[config.mk]
export PLATFORM = sky130hd
export DESIGN_NAME = slice_serial_comparator
export DESIGN_NICKNAME = d
export VERILOG_FILES = /design/src/rtl/slice_serial_comparator.sv
export SDC_FILE = /design/constraint.sdc
export NUM_CORES = 1
export LEC_CHECK = 0
export CORE_UTILIZATION = 45
export DETAILED_ROUTE_END_ITERATION = 7
export PLACE_DENSITY = 0.74
export SLEW_MARGIN = 20
export SYNTH_ARGS = -nofsm -noshare
export SYNTH_HDL_FRONTEND = slang
export SYNTH_SLANG_ARGS = --single-unit
[constraint.sdc]
create_clock -name clk -period 2 [get_ports clk]
set_input_delay 0.4 -clock clk [delete_from_list [all_inputs] [get_ports clk]]
set_output_delay 0.4 -clock clk [all_outputs]
set_load 0.01 [all_outputs]
[src/rtl/slice_serial_comparator.sv]
`default_nettype none
// ============================================================================
// Module      : slice_serial_comparator
// Description : Bit-serial magnitude comparator sequencer. Feeds operand bit
//               pairs MSB-first to one external 2-bit comparator slice and
//               stops at the first unequal pair. Results are returned over a
//               valid/ready handshake as gt/lt/eq, or err when the slice
//               asserts g and l together.
// Revision    : 1.0 - initial release
// ============================================================================
module slice_serial_comparator #(
    parameter int WIDTH = 16
) (
    input  logic             clk,
    input  logic             rst,
    // operand input handshake
    input  logic             in_valid,
    output logic             in_ready,
    input  logic [WIDTH-1:0] a,
    input  logic [WIDTH-1:0] b,
    // drives to the external 2-bit comparator slice
    output logic             sa1,
    output logic             sa0,
    output logic             sb1,
    output logic             sb0,
    // slice outcome for the current pair
    input  logic             sg,
    input  logic             sl,
    // result handshake
    output logic             out_valid,
    input  logic             out_ready,
    output logic             gt,
    output logic             lt,
    output logic             eq,
    output logic             err
);

    // Number of 2-bit beats per operation and the beat counter sizing.
    localparam int N  = WIDTH / 2;
    localparam int CW = $clog2(N) + 1;
    localparam logic [CW-1:0] C_LAST_BEAT = CW'(N - 1);

    // An odd or too-narrow operand cannot be split into whole pairs.
    generate
        if ((WIDTH < 2) || ((WIDTH % 2) != 0)) begin : g_bad_width
            $error("slice_serial_comparator: WIDTH must be even and >= 2");
        end
    endgenerate

    typedef enum logic [1:0] {
        S_IDLE = 2'd0,
        S_RUN  = 2'd1,
        S_DONE = 2'd2
    } state_t;

    state_t          r_state;
    logic [WIDTH-1:0] r_sh_a;
    logic [WIDTH-1:0] r_sh_b;
    logic [CW-1:0]    r_cnt;

    // Operands after discarding the pair currently on the slice.
    logic [WIDTH-1:0] w_next_a;
    logic [WIDTH-1:0] w_next_b;

    // Advance both operand registers by one pair, zero filling from the right.
    always_comb begin
        w_next_a = r_sh_a << 2;
        w_next_b = r_sh_b << 2;
    end

    // Sequencer: accept operands, step pairs through the slice, hold result.
    always_ff @(posedge clk) begin
        if (rst) begin
            r_state   <= S_IDLE;
            r_sh_a    <= '0;
            r_sh_b    <= '0;
            r_cnt     <= '0;
            in_ready  <= 1'b1;
            out_valid <= 1'b0;
            gt        <= 1'b0;
            lt        <= 1'b0;
            eq        <= 1'b0;
            err       <= 1'b0;
            sa1       <= 1'b0;
            sa0       <= 1'b0;
            sb1       <= 1'b0;
            sb0       <= 1'b0;
        end else begin
            case (r_state)
                S_IDLE: begin
                    if (in_valid && in_ready) begin
                        r_sh_a   <= a;
                        r_sh_b   <= b;
                        r_cnt    <= '0;
                        // Present the most significant pair straight away so
                        // the first sample happens on the very next edge.
                        sa1      <= a[WIDTH-1];
                        sa0      <= a[WIDTH-2];
                        sb1      <= b[WIDTH-1];
                        sb0      <= b[WIDTH-2];
                        in_ready <= 1'b0;
                        r_state  <= S_RUN;
                    end
                end

                S_RUN: begin
                    if (sg && sl) begin
                        // Contradictory slice answer: report it alone.
                        err       <= 1'b1;
                        gt        <= 1'b0;
                        lt        <= 1'b0;
                        eq        <= 1'b0;
                        out_valid <= 1'b1;
                        r_state   <= S_DONE;
                    end else if (sg) begin
                        gt        <= 1'b1;
                        out_valid <= 1'b1;
                        r_state   <= S_DONE;
                    end else if (sl) begin
                        lt        <= 1'b1;
                        out_valid <= 1'b1;
                        r_state   <= S_DONE;
                    end else if (r_cnt == C_LAST_BEAT) begin
                        // Every pair matched.
                        eq        <= 1'b1;
                        out_valid <= 1'b1;
                        r_state   <= S_DONE;
                    end else begin
                        r_sh_a <= w_next_a;
                        r_sh_b <= w_next_b;
                        r_cnt  <= r_cnt + CW'(1);
                        sa1    <= w_next_a[WIDTH-1];
                        sa0    <= w_next_a[WIDTH-2];
                        sb1    <= w_next_b[WIDTH-1];
                        sb0    <= w_next_b[WIDTH-2];
                    end
                end

                S_DONE: begin
                    // Result is held untouched until downstream takes it.
                    if (out_ready) begin
                        out_valid <= 1'b0;
                        gt        <= 1'b0;
                        lt        <= 1'b0;
                        eq        <= 1'b0;
                        err       <= 1'b0;
                        sa1       <= 1'b0;
                        sa0       <= 1'b0;
                        sb1       <= 1'b0;
                        sb0       <= 1'b0;
                        in_ready  <= 1'b1;
                        r_state   <= S_IDLE;
                    end
                end

                default: begin
                    r_state   <= S_IDLE;
                    in_ready  <= 1'b1;
                    out_valid <= 1'b0;
                end
            endcase
        end
    end

endmodule
`default_nettype wire

# == Yosys cells after proc, flatten, opt, wreduce, memory -nomap -nowiden ==
# Cells that the tools add are included.
# totals
input_bits,38
out_inout_bits,10
elab_cells,119
ff_bits,44
# classes
n_bitwise,2
n_mux,71
n_reduce_logical,15
addsub,1
eq_ne,16
# ops
op,n
14-bit two-way mux,10
14-bit case mux with 2 select lines,2
1-bit two-way mux,36
4-bit two-way mux,5
1-bit case mux with 3 select lines,6
"3-bit != test, second input constant",5
3-bit AND reduction,5
"2-bit != test, second input constant",7
2-bit two-way mux,6
1-bit case mux with 2 select lines,4
4-bit case mux with 2 select lines,1
7-bit AND reduction,1
2-bit case mux with 3 select lines,1
6-bit AND reduction,1
"5-bit != test, second input constant",1
5-bit AND reduction,1
"4-bit by 1-bit adder with 4-bit output, second input constant",1
"4-bit by 3-bit == test with 1-bit output, second input constant",1
4-bit AND reduction,1
2-bit nonzero test,2
3-bit nonzero test,1
"2-bit by 1-bit == test with 1-bit output, second input constant",1
"2-bit == test, second input constant",1
1-bit logical AND,2
other kinds (2),3

# == Logic depth before layout (Yosys ltp) ==
# Gate-level depths: netlist of the first run.
# logic_depth
depth_word,6
ltp_mapped,9
ltp_nobuf,6

# == Worst setup path before layout of the first run ==
# Ideal clock, no wire load.
# synth_path
path_kind,register to register
from,register r_state[1]
to,register r_sh_a[0]
required_time_ns,1.883
arrival_time_ns,1.930
path_stages_with_launch,8
period_less_slack_ns,2.047
setup_time_ns,0.117
path_slack_ns,-0.047
n_path_buf,1
path_cell_list,dfxtp_1 > inv_1 > ha_1 > clkbuf_1 > and4b_1 > a2111oi_4 > nor2_2 > a22o_1
# synth_via
elab_chain_len,3
word_cells_on_any_way,10
classes_between,eq/ne: 6; mux: 1; reduce/logical: 3
# synth_lines
item,line,rtl
from (decl),56,state_t r_state;
from (signal assigned),74,r_state <= S_IDLE;
from (signal assigned),102,r_state <= S_RUN;
from (signal assigned),114,r_state <= S_DONE;
2-bit by 1-bit == test with 1-bit output / 2-bit logical NOT (equally long branches),89,case (r_state)
2-bit != test (no line) / 2-bit nonzero test (equally long branches),n/a,
6-bit AND reduction (no line),n/a,
to (signal assigned),129,r_sh_a <= w_next_a;
to (decl),57,logic [WIDTH-1:0] r_sh_a;
# Parallel ways exist; a longest one is shown, timed or not.
# A chain may end at the register's enable or synchronous reset.

# == Final worst setup path of the first run ==
# layout_path
from,register r_state[0]
to,register r_sh_b[1]
# layout_via
elab_chain_len,3
word_cells_on_any_way,10
classes_between,eq/ne: 6; mux: 1; reduce/logical: 3
# layout_lines
item,line,rtl
2-bit by 1-bit == test with 1-bit output / 2-bit logical NOT (equally long branches),89,
2-bit != test (no line) / 2-bit nonzero test (equally long branches),n/a,
6-bit AND reduction (no line),n/a,
to (signal assigned),130,r_sh_b <= w_next_b;
to (decl),58,logic [WIDTH-1:0] r_sh_b;
# Parallel ways exist; a longest one is shown, timed or not.

==> results of run 1 <==
[area by class of cell]
class / instances / area [sq um]
Tap cell: 52 / 65.1
Fill cell: 383 / 1560
Inverter: 3 / 11.3
Sequential cell: 44 / 881
Clock inverter: 3 / 46.3
Timing Repair Buffer: 73 / 691
Clock buffer: 5 / 68.8
Multi-Input combinational cell: 171 / 1120
[Yosys cell counts, drive strengths merged, types with 4 or more instances]
master	n
dfxtp	44
nor2	33
o22a	24
o22ai	24
a21oi	14
clkbuf	14
o21ai	10
buf	7
a31oi	6
ha	6
nand2	6
nand2b	6
nor2b	6
or3	5
a22o	4
[worst reg2reg max path, stage by stage, from the launching register on]
cell and delay (ns):
dfxtp_1 0.39, inv_1 0.10, ha_1 0.21, a21boi_1 0.17, buf_4 0.17, a2111oi_4 0.25
buf_4 0.21, nor2_2 0.06, a22o_1 0.23
[power by group through the flow]
stage	Combinational (mW)	Sequential, mW	Clock [mW]
final	2.52	1.39	0.708
after global routing	2.77	1.42	0.762
after detailed placement	2.49	1.40	0
after global placement	2.46	1.39	0
after floorplan	1.64	1.39	0
after CTS	2.51	1.38	0.728
[worst max-delay path by stage]
stage | startpoint | endpoint | slack [ns] | depth (start not counted)
finish | r_state[0] | r_sh_b[1] | 0.13 | 8
global route | r_state[0] | sb0 | 0.01 | 6
floorplan | r_state[1] | r_sh_a[0] | 0.04 | 7
detailed placement | sl | r_sh_b[1] | -0.07 | 6
global placement | sl | r_sh_a[0] | -0.05 | 6
CTS | r_state[1] | r_sh_b[1] | 0.05 | 7
[what timing repair did]
action,CTS,global route
gates resized for setup,0,2
hold endpoints to repair,0,0
endpoints found under the setup margin,0,13
[stage by stage]
stage                      util  std cells  setup TNS, ns
after floorplan               -        239              0
after global routing      0.649        351              0
final                     0.649        351              0
after detailed placement  0.622        343         -0.515
after CTS                 0.648        351              0
after global placement    0.622        343         -0.330
[sequential cells by signal (all words and copies together) (netlist names), 2 cells and up]
signal   count
r_sh_a      14
r_state      2
r_cnt        4
r_sh_b      14
[routing by layer]
metal | global-route usage | part of all wire | vias to the layer above
met5 | 0 | 0 | -
met4 | 0.0933 | 0.018 | 0
li1 | - | - | 1008
met2 | 0.364 | 0.47 | 53
met3 | 0.0356 | 0.041 | 8
met1 | 0.255 | 0.47 | 940
[cells by family after synthesis]
kind of cell,after synthesis
AO/OA/AOI/OAI,92
flip-flops,44
buffers and inverters,24
AND/OR/NAND/NOR,69
adder cells (fa/ha/maj),6
multiplexers,4
==> reports/metrics.yaml, run 1 <==
cells_and_area:
  drive_gt1_frac: 0.134
  syn2layout_area_growth_pct: 36.5
  final_cell_area_sq_um: 2890
  final_nets: 342
  layout_commonest_cell: "clkdlybuf4s50_1"
  layout_common_cells: "clkdlybuf4s50_1, dfxtp_1, nor2_1"
  diodes: 0
critical_path:
  crit_path_top_delay_cell: "dfxtp_1"
  critPathKind: "reg -> reg"
  crit_required_ns: 2.21
  reg2reg_to: "r_sh_b[1]"
  reg2reg_slack_ns: 0.13
  cp_top_family: "compound AO/OA/AOI/OAI gates"
  path_buf_inv: 3
  cp_cell_sequence: "inv_1 > ha_1 > a21boi_1 > buf_4 > a2111oi_4 > buf_4 > nor2_2 > a22o_1"
  reg2reg_depth: 8
  crit_arrival_ns: 2.08
  cp_common_cell: "buf_4"
  crit_path_start_kind: "flip-flop"
  cp-end-kind: "flip-flop"
  slowest_delay_ns: 0.39
  worstPathMaxFanout: 7
  reg2reg_from: "r_state[0]"
sta:
  maxSlewViolCount: 0
  clock_skew_ns: 0.00617
  worst_slack_ns: 0.126
  relSlewSlack: 0.679
  hold_slack_ns: 0.472
  rsz0062_at_grt: "no"
  worstMarginPinSlew_ns: 0.478
  final_hold_viol_count: 0
  timing.fmax_ghz: 0.534
  period_needed_ns: 1.87
  setup_viol: 0
  finalCritPeriodShare: 0.937
detailed_routing:
  drcViolationCount: 4
  wl_per_cell_um: 13.9
  wl_mm: 4.89
  ant_nets: 0
  first_iter_violations: 117
  first_pass_iters: 6
  num_vias: 2009
  viasPerCell: 5.72
outcome:
  status: "finished with violations"
  violations: "DRC"
pwr:
  p_sw_mw: 1.73
  ir_worst_vdd_v: 0.000670
  power_frac_seq: 0.300
  internal_power_mw: 2.88
  p_per_area_nw_per_um2: 1600
  combPwrFrac: 0.546
  p_sw_frac: 0.375
  clkPwrFrac: 0.153
  leakagePower_nw: 1.18
  total_power_mw: 4.61
synth:
  synth-edff-count: 0
  synth_top_family_by_area: "compound AO/OA/AOI/OAI gates"
  async_flop_share: 0
  ys_seq_area_frac: 0.417
  syn_area_per_cell_sq_um: 8.84
  yosys_most_used_dff: "dfxtp_1"
  synth_fp_nets: 283
  synthSimpleGateAreaFrac: 0.162
  synth_xor_area_frac: 0
  ys_seq_elements: 44
  synth_compound_area_frac: 0.309
  synthMuxAreaShare: 0.0195
  synthAdderAreaFrac: 0.0355
  synth_warnings: 0
  synth_area_leader_cell: "dfxtp_1"
  synth_top_cell_area_share: 0.417
  synth.top_cells.by_area: "dfxtp_1, o22a_1, o22ai_1"
  syn-cell-area_sq_um: 2110
  synth_cells: 239
  yosysUniqueCellTypes: 39
global_routing:
  grt_pass1_wl_mm: 8.26
  grt_pass1_vias: 1898
  grt_start_max_net_pins: 25
  overflow: 0
  antenna_found_initial: 0
  grt_usage: 0.209
floorplanning:
  die_y_um: 70.5
  start_util: 0.476
  num_rows: 24
  core_sq_um: 4440
  design.portCount: 48
  dieArea_sq_um: 4970
  fp.dieW_um: 70.5
worst_hold_path:
  holdPathStages: 1
  hold_class: "reg -> reg"
  min_to: "r_sh_b[4]"
  hold_path_startpoint: "r_sh_b[4]"
clock_network:
  post-cts-setup-buffers: 0
  clk_latency_ns: 0.31
  ctsHoldBuffers: 0
  numCtsBuffers: 5
  clkTransAtPathRegs_ns: 0.09
  clock_tree.buffer_depth: 2
  clock-sinks: 44
  cts_root_buf: "clkbuf_8"
  h-tree-depth: 2
  cts_tree: "built"
placed_design:
  dp_hpwl_mm: 3.50
  gp_congestion: 0.835
  dpl_worst_slack_ns: -0.0720
  placed_cell_area_sq_um: 2760
  numPortBuffers: 47
job:
  drv_cap: 0
No activity file was read; power rests on OpenSTA's default activity.
==> run 2, diff against run 1 <==
SKIP_CTS_REPAIR_TIMING = 1   (was unset)
==> results of run 2 <==
The final DEF is identical to that of run 1; final timing and power are the same.
==> run 3, diff against run 2 <==
CTS_CLUSTER_DIAMETER = 80   (was unset)
==> results of run 3 <==
The final DEF is identical to that of run 1; final timing and power are the same.
